### config.mk
export PLATFORM = sky130hd
export DESIGN_NAME = serial_word_receiver_flat
export DESIGN_NICKNAME = d
export VERILOG_FILES = /design/src/rtl/serial_word_receiver_pkg.sv /design/src/rtl/serial_word_receiver_if.sv /design/src/rtl/serial_word_receiver_word_output_register.sv /design/src/rtl/serial_word_receiver.sv /design/src/flat_wrapper.sv
export SDC_FILE = /design/constraint.sdc
export NUM_CORES = 1
export LEC_CHECK = 0
export CELL_PAD_IN_SITES_DETAIL_PLACEMENT = 2
export CELL_PAD_IN_SITES_GLOBAL_PLACEMENT = 2
export CORE_MARGIN = 1
export CORE_UTILIZATION = 39
export DETAILED_ROUTE_END_ITERATION = 6
export PLACE_DENSITY = 0.82
export SETUP_SLACK_MARGIN = 0.5
export SLEW_MARGIN = 20
export SYNTH_ARGS = -nofsm -noshare
export SYNTH_HDL_FRONTEND = slang
export SYNTH_HIERARCHICAL = 1
export SYNTH_SLANG_ARGS = --single-unit
### constraint.sdc
create_clock -name Clk_In -period 2.37 [get_ports Clk_In]
set_clock_uncertainty 0.05 [all_clocks]
set_input_delay 0.237 -clock Clk_In [delete_from_list [all_inputs] [get_ports Clk_In]]
set_output_delay 0.237 -clock Clk_In [all_outputs]
set_load 0.1 [all_outputs]
### src/rtl/serial_word_receiver_pkg.sv
// Shared types and sizing helpers for the serial word receiver slice.
package serial_pkg;

  localparam int DATA_WIDTH_DEF = 32;

  // One extra bit so the counter can hold DATA_WIDTH itself.
  function automatic int count_width(input int width);
    return $clog2(width) + 1;
  endfunction

  typedef enum logic [0:0] {
    IDLE    = 1'b0,
    RECEIVE = 1'b1
  } rx_state_e;

endpackage

### src/rtl/serial_word_receiver_if.sv
// Serial bit input, word output handshake and status bundle of the receiver.
// master = receiver side, slave = upstream/consumer side.
interface serial_word_receiver_if #(
  parameter int DATA_WIDTH = serial_pkg::DATA_WIDTH_DEF
);

  logic                  Enable_In;
  logic                  Serial_Data_In;
  logic                  Bit_Valid_In;
  logic                  Frame_Start_In;
  logic [DATA_WIDTH-1:0] Parallel_Data_Out;
  logic                  Data_Valid_Out;
  logic                  Data_Ready_In;
  logic                  Overrun_Out;
  logic                  Overrun_Clear_In;
  logic                  Frame_Error_Out;
  logic                  Busy_Out;

  modport master (
    input  Enable_In,
    input  Serial_Data_In,
    input  Bit_Valid_In,
    input  Frame_Start_In,
    input  Data_Ready_In,
    input  Overrun_Clear_In,
    output Parallel_Data_Out,
    output Data_Valid_Out,
    output Overrun_Out,
    output Frame_Error_Out,
    output Busy_Out
  );

  modport slave (
    output Enable_In,
    output Serial_Data_In,
    output Bit_Valid_In,
    output Frame_Start_In,
    output Data_Ready_In,
    output Overrun_Clear_In,
    input  Parallel_Data_Out,
    input  Data_Valid_Out,
    input  Overrun_Out,
    input  Frame_Error_Out,
    input  Busy_Out
  );

endinterface

### src/rtl/serial_word_receiver_word_output_register.sv
// One-word valid/ready holding register with sticky overrun; a load lands on the same edge.
// A load is accepted when empty or being drained this cycle, otherwise dropped and flagged.
module word_output_register #(
  parameter int DATA_WIDTH = serial_pkg::DATA_WIDTH_DEF
) (
  input  logic                  clk_i,
  input  logic                  rst_i,
  input  logic                  load_vld_i,
  input  logic [DATA_WIDTH-1:0] load_dat_i,
  input  logic                  rdy_i,
  input  logic                  overrun_clr_i,
  output logic [DATA_WIDTH-1:0] dat_o,
  output logic                  vld_o,
  output logic                  overrun_o
);

  logic [DATA_WIDTH-1:0] dat_q, dat_d;
  logic                  vld_q, vld_d;
  logic                  overrun_q, overrun_d;
  logic                  accept;
  logic                  can_load;

  assign accept   = vld_q && rdy_i;
  assign can_load = !vld_q || accept;

  always_comb begin
    dat_d     = dat_q;
    vld_d     = vld_q;
    overrun_d = overrun_q;
    if (accept) begin
      vld_d = 1'b0;
    end
    if (overrun_clr_i) begin
      overrun_d = 1'b0;
    end
    // Set is evaluated after clear so a coincident overrun wins.
    if (load_vld_i) begin
      if (can_load) begin
        dat_d = load_dat_i;
        vld_d = 1'b1;
      end else begin
        overrun_d = 1'b1;
      end
    end
  end

  always_ff @(posedge clk_i or posedge rst_i) begin
    if (rst_i) begin
      dat_q     <= '0;
      vld_q     <= 1'b0;
      overrun_q <= 1'b0;
    end else begin
      dat_q     <= dat_d;
      vld_q     <= vld_d;
      overrun_q <= overrun_d;
    end
  end

  assign dat_o     = dat_q;
  assign vld_o     = vld_q;
  assign overrun_o = overrun_q;

endmodule

### src/rtl/serial_word_receiver.sv
// MSB-first serial-to-parallel word receiver with frame alignment; word valid right after its last bit edge.
// Output holds one word under valid/ready; a completed word with nowhere to go sets sticky overrun.
module serial_word_receiver
  import serial_pkg::*;
#(
  parameter int DATA_WIDTH = serial_pkg::DATA_WIDTH_DEF
) (
  input  logic                   Clk_In,
  input  logic                   Reset_In,
  serial_word_receiver_if.master bus
);

  localparam int CW = count_width(DATA_WIDTH);

  rx_state_e             state_q, state_d;
  logic [CW-1:0]         count_q, count_d;
  logic [DATA_WIDTH-1:0] shift_q, shift_d;
  logic                  ferr_q, ferr_d;

  logic                  bit_acc;
  logic                  start;
  logic [DATA_WIDTH-1:0] shifted;
  logic                  word_done;

  logic [DATA_WIDTH-1:0] out_dat;
  logic                  out_vld;
  logic                  out_overrun;

  assign bit_acc = bus.Enable_In && bus.Bit_Valid_In;
  assign start   = bit_acc && bus.Frame_Start_In;
  assign shifted = {shift_q[DATA_WIDTH-2:0], bus.Serial_Data_In};

  always_comb begin
    state_d   = state_q;
    count_d   = count_q;
    shift_d   = shift_q;
    ferr_d    = 1'b0;
    word_done = 1'b0;
    unique case (state_q)
      IDLE: begin
        if (start) begin
          shift_d = shifted;
          count_d = CW'(1);
          state_d = RECEIVE;
        end
      end
      RECEIVE: begin
        if (start) begin
          // The FSM leaves RECEIVE on completion, so any start here is early.
          shift_d = shifted;
          count_d = CW'(1);
          ferr_d  = 1'b1;
        end else if (bit_acc) begin
          shift_d = shifted;
          count_d = count_q + CW'(1);
          if (count_q == CW'(DATA_WIDTH - 1)) begin
            word_done = 1'b1;
            state_d   = IDLE;
          end
        end
      end
      default: begin
        state_d = IDLE;
      end
    endcase
  end

  always_ff @(posedge Clk_In or posedge Reset_In) begin
    if (Reset_In) begin
      state_q <= IDLE;
      count_q <= '0;
      shift_q <= '0;
      ferr_q  <= 1'b0;
    end else begin
      state_q <= state_d;
      count_q <= count_d;
      shift_q <= shift_d;
      ferr_q  <= ferr_d;
    end
  end

  word_output_register #(
    .DATA_WIDTH(DATA_WIDTH)
  ) u_out_reg (
    .clk_i        (Clk_In),
    .rst_i        (Reset_In),
    .load_vld_i   (word_done),
    .load_dat_i   (shifted),
    .rdy_i        (bus.Data_Ready_In),
    .overrun_clr_i(bus.Overrun_Clear_In),
    .dat_o        (out_dat),
    .vld_o        (out_vld),
    .overrun_o    (out_overrun)
  );

  assign bus.Parallel_Data_Out = out_dat;
  assign bus.Data_Valid_Out    = out_vld;
  assign bus.Overrun_Out       = out_overrun;
  assign bus.Frame_Error_Out   = ferr_q;
  assign bus.Busy_Out          = (state_q == RECEIVE);

endmodule

### src/flat_wrapper.sv
// flat-port wrapper written by rule: the top's interface ports become plain ports
module serial_word_receiver_flat import serial_pkg::*;
#(
  parameter int DATA_WIDTH = serial_pkg::DATA_WIDTH_DEF
)
  (Clk_In, Reset_In, bus_Enable_In, bus_Serial_Data_In, bus_Bit_Valid_In, bus_Frame_Start_In, bus_Data_Ready_In, bus_Overrun_Clear_In, bus_Parallel_Data_Out, bus_Data_Valid_Out, bus_Overrun_Out, bus_Frame_Error_Out, bus_Busy_Out);
  serial_word_receiver_if #(.DATA_WIDTH(DATA_WIDTH)) bus_i ();
  input  logic Clk_In;
  input  logic Reset_In;
  input wire logic [$bits(bus_i.Enable_In)-1:0] bus_Enable_In;
  input wire logic [$bits(bus_i.Serial_Data_In)-1:0] bus_Serial_Data_In;
  input wire logic [$bits(bus_i.Bit_Valid_In)-1:0] bus_Bit_Valid_In;
  input wire logic [$bits(bus_i.Frame_Start_In)-1:0] bus_Frame_Start_In;
  input wire logic [$bits(bus_i.Data_Ready_In)-1:0] bus_Data_Ready_In;
  input wire logic [$bits(bus_i.Overrun_Clear_In)-1:0] bus_Overrun_Clear_In;
  output wire logic [$bits(bus_i.Parallel_Data_Out)-1:0] bus_Parallel_Data_Out;
  output wire logic [$bits(bus_i.Data_Valid_Out)-1:0] bus_Data_Valid_Out;
  output wire logic [$bits(bus_i.Overrun_Out)-1:0] bus_Overrun_Out;
  output wire logic [$bits(bus_i.Frame_Error_Out)-1:0] bus_Frame_Error_Out;
  output wire logic [$bits(bus_i.Busy_Out)-1:0] bus_Busy_Out;
  assign bus_i.Enable_In = bus_Enable_In;
  assign bus_i.Serial_Data_In = bus_Serial_Data_In;
  assign bus_i.Bit_Valid_In = bus_Bit_Valid_In;
  assign bus_i.Frame_Start_In = bus_Frame_Start_In;
  assign bus_i.Data_Ready_In = bus_Data_Ready_In;
  assign bus_i.Overrun_Clear_In = bus_Overrun_Clear_In;
  assign bus_Parallel_Data_Out = bus_i.Parallel_Data_Out;
  assign bus_Data_Valid_Out = bus_i.Data_Valid_Out;
  assign bus_Overrun_Out = bus_i.Overrun_Out;
  assign bus_Frame_Error_Out = bus_i.Frame_Error_Out;
  assign bus_Busy_Out = bus_i.Busy_Out;
  serial_word_receiver #(.DATA_WIDTH(DATA_WIDTH)) u_core (.Clk_In(Clk_In), .Reset_In(Reset_In), .bus(bus_i));
endmodule
After elaboration in Yosys (flattened, before gate mapping)

Cells that the tools add are included.

Add/subtract/negate cells: 1
Reductions and logical operators: 7
Multiplexer cells: 24
Bitwise operators: 1
Equality and inequality tests: 3

Operator list:

| kind                | number |
|---|---|
| $mux 31             | 3 |
| $pmux 31 s2         | 1 |
| $mux 6              | 3 |
| $mux 1              | 15 |
| $pmux 6 s2          | 1 |
| $add 6x1->6 const B | 1 |
| $eq 6x5->1 const B  | 1 |
| $reduce_and 2->1    | 2 |
| $logic_and 1x1->1   | 3 |
| $ne 3x3->1 const B  | 1 |
| $ne 2x1->1 const B  | 1 |
| $pmux 1 s2          | 1 |
| $logic_not 1->1     | 1 |
| $logic_or 1x1->1    | 1 |
| $not 1->1           | 1 |

Output and inout port bits: 36
Bits of input ports: 8
Register bits after elaboration: 73
Logic and storage cells: 43

Depth between registers and ports, before layout

Gate-level depths: netlist of the first run.

Word-level depth: 6
Mapped depth: 6

Modules after synthesis

Netlist of the first run, hierarchy kept.

By module, submodules not included:

| module               | times used | cells each | area each (um^2) | seq. area each (um^2) |
|---|---|---|---|---|
| serial_word_receiver | 1          | 105        | 1545.2           | 975.9 |
| word_output_register | 1          | 76         | 1430.1           | 850.8 |

Least setup slack after synthesis of the first run

No wires, ideal clock.

Path kind: register to register
Start point: reg u_core.state_q (netlist: u_core/bus.Busy_Out)
End point: reg u_core.u_out_reg.dat_q[0] (netlist: u_core/u_out_reg/dat_o[0])
Arrival time: 2324 ps
Setup time: 125 ps
Slack: -129 ps
Buffers on the path: 1
Cell stages (with the launch flop): 6
Cell sequence: dfrtp_1 > nand4b_1 > nor4_1 > nand2_4 > buf_12 > mux2_4

Cells in the longest elaborated chain, start to end: 2

RTL lines:

| item                              | RTL line                                        | source |
|---|---|---|
| from (decl)                       | serial_word_receiver.sv:15                      | `rx_state_e state_q, state_d;` |
| from (signal assigned)            | serial_word_receiver.sv:75                      | `state_q <= state_d;` |
| $mux 1                            | serial_word_receiver.sv:39                      | `unique case (state_q)` |
| net u_core.word_done              | serial_word_receiver.sv:23                      | `logic word_done;` |
| $reduce_and 2->1 (no source line) | --                                              |  |
| to (signal assigned)              | serial_word_receiver_word_output_register.sv:53 | `dat_q <= dat_d;` |
| to (decl)                         | serial_word_receiver_word_output_register.sv:17 | `logic [DATA_WIDTH-1:0] dat_q, dat_d;` |

The timed path passes the listed nets, and every way through them passes these cells.
A chain may end at the register's enable or synchronous reset.

Worst setup path after layout of the first run

Start point: in bus_Frame_Start_In
End point: reg u_core.u_out_reg.dat_q[17] (netlist: u_core/u_out_reg/dat_o[17])

Cells in the longest elaborated chain, start to end: 4

RTL lines:

| item                              | RTL line                   | source |
|---|---|---|
| from (decl)                       | flat_wrapper.sv:13         | `input wire logic [$bits(bus_i.Frame_Start_In)-1:0] bus_Frame_Start_In;` |
| $logic_and 1x1->1                 | serial_word_receiver.sv:30 | `assign start = bit_acc && bus.Frame_Start_In;` |
| $mux 1                            | serial_word_receiver.sv:48 | `if (start) begin` |
| $mux 1                            | serial_word_receiver.sv:39 |  |
| net u_core.word_done              | serial_word_receiver.sv:23 |  |
| $reduce_and 2->1 (no source line) | --                         |  |

The timed path passes the listed nets, and every way through them passes these cells.

==> results of run 1 <==
how the worst max path moves through the flow:
| stage | slack [ps] | depth (start not counted) | end |
|---|---|---|---|
| detailed placement | 270 | 6 | u_core/u_out_reg/dat_o[9] |
| floorplan | 540 | 5 | u_core/u_out_reg/dat_o[0] |
| global route | 510 | 6 | u_core/u_out_reg/dat_o[31] |
| CTS | 560 | 6 | u_core/u_out_reg/dat_o[7] |
| finish | 580 | 6 | u_core/u_out_reg/dat_o[17] |
| global placement | 330 | 6 | u_core/u_out_reg/dat_o[14] |
power groups by stage:
stage	Clock [uW]	Sequential (uW)	Combinational [uW]
after floorplan	0	1470	168
after global placement	0	1500	212
after detailed placement	0	1520	233
after CTS	1110	1500	245
after global routing	1170	1520	266
final	1080	1500	240
logic make-up after synthesis:
kind of cell,after synthesis,share of synthesized area [%]
flops,73,61.4
mux,63,27.6
simple gates,18,3.95
compound gates,14,2.99
buf+inv,12,3.62
fa+ha+maj,1,0.420
area by class of cell:
type,instances,area [um2]
Tap cell,99,124
Clock inverter,7,93.8
Fill cell,669,3670
Clock buffer,9,124
Multi-Input combinational cell,96,1070
Inverter,5,18.8
Sequential cell,73,1830
Timing Repair Buffer,49,398
state kept, by name, indices dropped and copies added, names as in the netlist:
| signal | cells |
|---|---|
| u_core/count_q | 6 |
| u_core/u_out_reg/dat_o | 32 |
| u_core/bus.Busy_Out | 1 |
| u_core/u_out_reg/vld_o | 1 |
| u_core/u_out_reg/overrun_o | 1 |
| u_core/shift_q | 31 |
| u_core/bus.Frame_Error_Out | 1 |
metrics by stage:
stage	instances	setup slack, ps	total power (uW)	hold slack (ps)	area (um2)
floorplan	181	542	1640	286	2990
global placement	321	327	1710	439	3430
detailed placement	321	275	1760	445	3430
CTS	338	561	2860	306	3660
global route	338	515	2960	315	3660
finish	338	581	2820	281	3660
repair_timing:
item | CTS | global route
gates resized for setup | 1 | 1
endpoints found under the setup margin | 32 | 4
gates cloned | 0 | 0
setup buffers | 1 | 0
pin swaps | 1 | 0
worst min-delay path, stage by stage:
cell and delay (ps):
clkdlybuf4s50_1 430, inv_1 70, buf_4 390
cells in the mapped netlist:
master / n
buf_12: 3
a22o_1: 1
dfrtp_1: 73
ha_1: 1
o21ai_0: 3
inv_1: 5
nand3_1: 2
mux2_2: 18
o211ai_2: 1
buf_2: 2
o22ai_1: 1
o41ai_1: 1
and3_1: 1
or4_1: 1
nor4_1: 1
buf_6: 1
and2_1: 1
nand2_4: 1
a21oi_1: 4
nand2b_1: 1
nand2_1: 5
or3_1: 2
mux2_1: 15
o31ai_1: 1
buf_4: 1
nand2b_4: 1
mux2_4: 30
and4b_1: 1
nand4b_1: 1
o21ai_1: 2
layer usage:
metal / vias to the layer above / track usage, % / wire [um]
li1: 744 / - / -
met1: 882 / 21.7 / 2710
met2: 32 / 29.8 / 3190
met3: 9 / 5.26 / 240
met4: 0 / 7.36 / 99
met5: - / 0 / 0
==> flow_summary_export.csv, run 1 <==
group,metric,value,unit
global_route,grt_max_degree,40,
global_route,grt_antenna_before_repair,0,
sta,hold_viol,0,
power_and_ir_drop,cellPowerDensity,770,nW/um2
critical_path,critical_path_class,"input pin to register",
placed_design,portBuffers,43,
placed_design,place_congestion,0.689,
critical_path,crit_path_end_kind,"register",
critical_path,worstPathRequired,2560,ps
yosys,synth-seq-area-share,61.4,%
clocking,root_buffer,"clkbuf_8",
sta,setup_viol,0,
clocking,holdBufCountCts,0,
yosys,synth_seq_cells,73,
run_status,status,"finished clean",
min_path,hold_path_class,"input pin to async pin",
sta,tns,0,ps
critical_path,path_cells,"clkdlybuf4s50_1, nand4b_1, nor4_4, nand2_4, buf_12, mux2_4",
clocking,path_clk_slew,80,ps
clocking,clock_latency,350,ps
placed_design,place_hpwl,4170,um
yosys,synth_top_area_share,61.4,%
floorplanning,die_w,89.3,um
clocking,cts_max_level,3,
critical_path,cp_slowest_cell,"clkdlybuf4s50_1",
finish,final_cell_mix,"72 x dfrtp_1, 41 x buf_4, 30 x mux2_4",
clocking,cts_max_path_buffers,2,
sta,worst_pin_slew,515,ps
power_and_ir_drop,p_leak,0.00191,uW
routing,drt_first_pass_iters,3,
finish,final_util,49.9,%
floorplanning,num_io_pins,44,
routing,avgRoutedWirePerCell,18.5,um
critical_path,cp-start-kind,"input pin",
power_and_ir_drop,switchingPower,728,uW
routing,drc,0,
critical_path,r2r_setup_slack,590,ps
finish,layout_commonest_cell,"dfrtp_1",
critical_path,crit_start,"bus_Frame_Start_In",
critical_path,worstReg2RegEnd,"u_core/u_out_reg/dat_o[17]",
sta,slew_headroom,65.7,%
yosys,syn_nets,190,
critical_path,arrival,1980,ps
global_route,grt_pass1_vias,1880,
routing,finalWirelength,6240,um
power_and_ir_drop,p_clk_share,38.2,%
critical_path,r2r_start,"u_core/count_q[0]",
floorplanning,die_area,7980,um2
critical_path,rr_worst_depth,6,
sta,fin_crit_sh,75.5,%
finish,num_antenna_cells,0,
sta,period_needed,1790,ps
power_and_ir_drop,p_sw_share,25.8,%
global_route,grt_pass1_wl,10100,um
routing,viasPerCell,4.93,
finish,nets,243,
critical_path,critPathTopFamily,"buffers and inverters",
finish,final_layout_size_suffix_gt1_share,47.3,%
critical_path,crit_buf_inv,2,
critical_path,cp_max_fo,32,
finish,area_growth,23.0,%
power_and_ir_drop,ir_worst_vdd,0.312,mV
floorplanning,rows,31,
yosys,synth.cell_area,2980,um2
clocking,numCtsBuffers,9,
yosys,synthCells,181,
routing,ant_nets,0,
routing,first_iter_violations,50,
power_and_ir_drop,p_int,2090,uW
routing,num_vias,1667,
global_route,track_usage,17.8,%
clocking,cts_tree,"built",
flow_run,cap_viol_max_count,0,
sta,rsz0062_at_grt,"no",
yosys,synth.area.top_cells,"dfrtp_1 61%, mux2_4 15%, mux2_2 6.8%",
floorplanning,core_area,7330,um2
power_and_ir_drop,combPwrFrac,8.5,%
global_route,grt_overflow,0,
yosys,avgSynthCellArea,16.4,um2
power_and_ir_drop,p_seq_share,53.3,%
clocking,numClockSinks,73,
yosys,ys_types,30,
floorplanning,die_h,89.3,um
sta,fmax,559,MHz
yosys,ys_warn_count,6,
yosys,yosysTopAreaCell,"dfrtp_1",
sta,drv_slew,0,
floorplanning,start_util,40.6,%
critical_path,slowest_delay,500,ps
Power figures use the tool's default switching activity.
==> run 2: changes to the inputs <==
==> constraint.sdc (replaced) <==
create_clock -name Clk_In -period 1.8 [get_ports Clk_In]
set_clock_uncertainty 0.05 [all_clocks]
set_input_delay 0.18 -clock Clk_In [delete_from_list [all_inputs] [get_ports Clk_In]]
set_output_delay 0.18 -clock Clk_In [all_outputs]
set_load 0.1 [all_outputs]
==> run 2 against run 1 <==
  * Sequential cell count did not move
  * Clock-buffer cell count increased by 3
  * Final area grew 17%
  * Setup slack got worse by 580 ps
  * Register-to-register slack lost 590 ps
  * Core utilization up 8.6 points
  * Via count increased by 13%
  * Cell count rose by 8.3%
  * Die area did not move
  * Sequential power is 35% higher
  * Clock power rose by 16%
  * Largest power group unchanged
==> flow_summary_export.csv, run 2 (synthesis gave the netlist of run 1 again) <==
group,metric,value,unit
critical_path,arrival,1970,ps
floorplanning,start_util,40.6,%
power_and_ir_drop,p_sw_share,28.9,%
routing,first_iter_violations,50,
finish,fillers,614,
finish,largest_register_ffs,32,
global_route,grt_antenna_before_repair,0,
finish,final_cell_mix,"70 x dfrtp_1, 61 x mux2_4, 40 x buf_4",
placed_design,portBuffers,43,
finish,layout_commonest_cell,"dfrtp_1",
critical_path,crit_buf_inv,1,
critical_path,r2r_start,"u_core/bus.Busy_Out",
finish,final_layout_size_suffix_gt1_share,62.5,%
global_route,grt_overflow,0,
power_and_ir_drop,cellPowerDensity,914,nW/um2
critical_path,crit_path_end_kind,"register",
flow_run,cap_viol_max_count,0,
critical_path,cp_max_fo,18,
finish,num_antenna_cells,0,
routing,ant_nets,0,
routing,viasPerCell,5.13,
sta,hold_viol,0,
clocking,numClockSinks,73,
routing,avgRoutedWirePerCell,26.3,um
finish,multi_input_area,1270,um2
finish,nets,271,
power_and_ir_drop,switchingPower,1130,uW
power_and_ir_drop,p_int,2790,uW
finish,regArea,1830,um2
critical_path,critical_path_class,"register to register",
clocking,holdBufCountCts,0,
placed_design,place_hpwl,4650,um
global_route,grt_pass1_vias,2122,
routing,drt_first_pass_iters,3,
power_and_ir_drop,ir_worst_vdd,0.421,mV
critical_path,rr_worst_depth,5,
run_status,status,"finished clean",
critical_path,cp-start-kind,"register",
critical_path,slowest_delay,410,ps
critical_path,worstReg2RegEnd,"u_core/u_out_reg/dat_o[31]",
sta,setup_viol,0,
global_route,grt_max_degree,40,
min_path,hold_path_class,"input pin to async pin",
power_and_ir_drop,p_clk_share,31.8,%
sta,period_needed,1800,ps
routing,num_vias,1876,
critical_path,cp_slowest_cell,"dfrtp_4",
critical_path,worstPathRequired,1970,ps
finish,final_util,58.5,%
power_and_ir_drop,combPwrFrac,16.4,%
floorplanning,die_w,89.3,um
sta,slew_headroom,69.2,%
clocking,cts_tree,"built",
floorplanning,rows,31,
sta,drv_slew,0,
finish,area_growth,44.2,%
clocking,cts_max_level,3,
clocking,numCtsBuffers,9,
sta,fmax,557,MHz
power_and_ir_drop,p_seq_share,51.8,%
power_and_ir_drop,power.total,3920,uW
sta,rsz0062_at_grt,"yes",
sta,worst_pin_slew,463,ps
floorplanning,core_area,7330,um2
critical_path,r2r_setup_slack,3,ps
clocking,clock_latency,350,ps
clocking,cts_max_path_buffers,2,
placed_design,place_congestion,0.710,
clocking,path_clk_slew,90,ps
floorplanning,die_h,89.3,um
sta,fin_crit_sh,99.8,%
power_and_ir_drop,p_leak,0.00225,uW
routing,finalWirelength,9640,um
critical_path,critPathTopFamily,"simple AND/OR/NAND/NOR gates",
floorplanning,die_area,7980,um2
global_route,grt_pass1_wl,13600,um
clocking,root_buffer,"clkbuf_8",
floorplanning,num_io_pins,44,
global_route,track_usage,24.8,%
critical_path,path_cells,"nand4b_1, nor4_4, nand2_4, buf_12, mux2_4",
routing,drc,0,
==> run 2: changes by cell type in the layout (fill, tap and decap cells not counted), moves of 3 or more <==
cell | previous run | this run
buf_12 | 1 | 10
buf_16 | 0 | 3
buf_6 | 0 | 15
mux2_1 | 15 | 0
mux2_2 | 18 | 2
mux2_4 | 30 | 61
==> run 2: cell type report <==
type / count / area share [%]
clock inverters: 4 / 0.612
clock buffers: 12 / 3.62
inverters: 5 / 0.496
repair buffers: 77 / 20.1
flip-flops and latches: 73 / 42.7
multi-input cells: 96 / 29.6
well taps: 99 / 2.89
==> run 2: power groups by stage <==
| stage | combinational, uW | sequential (uW) | clock, uW |
|---|---|---|---|
| 6_report | 644 | 2030 | 1250 |
| 5_1_grt | 677 | 2050 | 1340 |
| 4_1_cts | 604 | 2000 | 1210 |
| 3_5_place_dp | 468 | 2020 | 0 |
| 3_3_place_gp | 443 | 1990 | 0 |
| 2_1_floorplan | 341 | 1950 | 0 |
==> run 2: layer usage <==
layer | global-route usage [%] | vias up | wire length, um
met3 | 4.06 | 13 | 243
met1 | 28.6 | 1016 | 3930
met4 | 9.24 | 0 | 234
li1 | - | 800 | -
met2 | 45.9 | 47 | 5230
met5 | 0 | - | 0
==> run 2: tightest hold or removal path: stages <==
cell             delay [ps]
clkdlybuf4s50_1         450
inv_1                   140
buf_12                  250
==> run 2: how the worst max path moves through the flow <==
stage | cells past startpoint | slack [ps] | startpoint | end
2_1_floorplan | 5 | -20 | u_core/bus.Busy_Out | u_core/u_out_reg/dat_o[0]
3_3_place_gp | 6 | -70 | bus_Frame_Start_In | u_core/u_out_reg/dat_o[0]
3_5_place_dp | 6 | -120 | bus_Frame_Start_In | u_core/u_out_reg/dat_o[4]
4_1_cts | 6 | 60 | u_core/count_q[0] | u_core/u_out_reg/dat_o[4]
5_1_grt | 5 | -40 | u_core/bus.Busy_Out | u_core/u_out_reg/dat_o[31]
6_report | 5 | 3 | u_core/bus.Busy_Out | u_core/u_out_reg/dat_o[31]
==> run 2: what timing repair did <==
| action | 4_1_cts | 5_1_grt |
|---|---|---|
| setup buffers | 14 | 3 |
| endpoints found under the setup margin | 72 | 77 |
| pin swaps | 6 | 8 |
| cloned | 3 | 1 |
| resized for setup | 28 | 15 |
==> run 2: metrics by stage <==
step / hold slack (ps) / setup WS (ps) / TNS [ps] / std cells / instance area, um2
floorplan: 229 / -23.8 / -714 / 181 / 3140
global placement: 450 / -70.5 / -2010 / 329 / 3670
detailed placement: 446 / -119 / -3430 / 329 / 3670
CTS: 203 / 61.9 / 0 / 362 / 4160
global route: 271 / -35.0 / -513 / 366 / 4290
finish: 243 / 3.33 / 0 / 366 / 4290
==> run 3: changes to the inputs <==
--- a/config.mk
+++ b/config.mk
@@ -12,6 +12,7 @@
 export DETAILED_ROUTE_END_ITERATION = 6
 export PLACE_DENSITY = 0.82
 export SETUP_SLACK_MARGIN = 0.5
+export SKIP_LAST_GASP = 1
 export SLEW_MARGIN = 20
 export SYNTH_ARGS = -nofsm -noshare
 export SYNTH_HDL_FRONTEND = slang
==> results of run 3 <==
Final layout, timing and power as in run 2 (identical DEF).
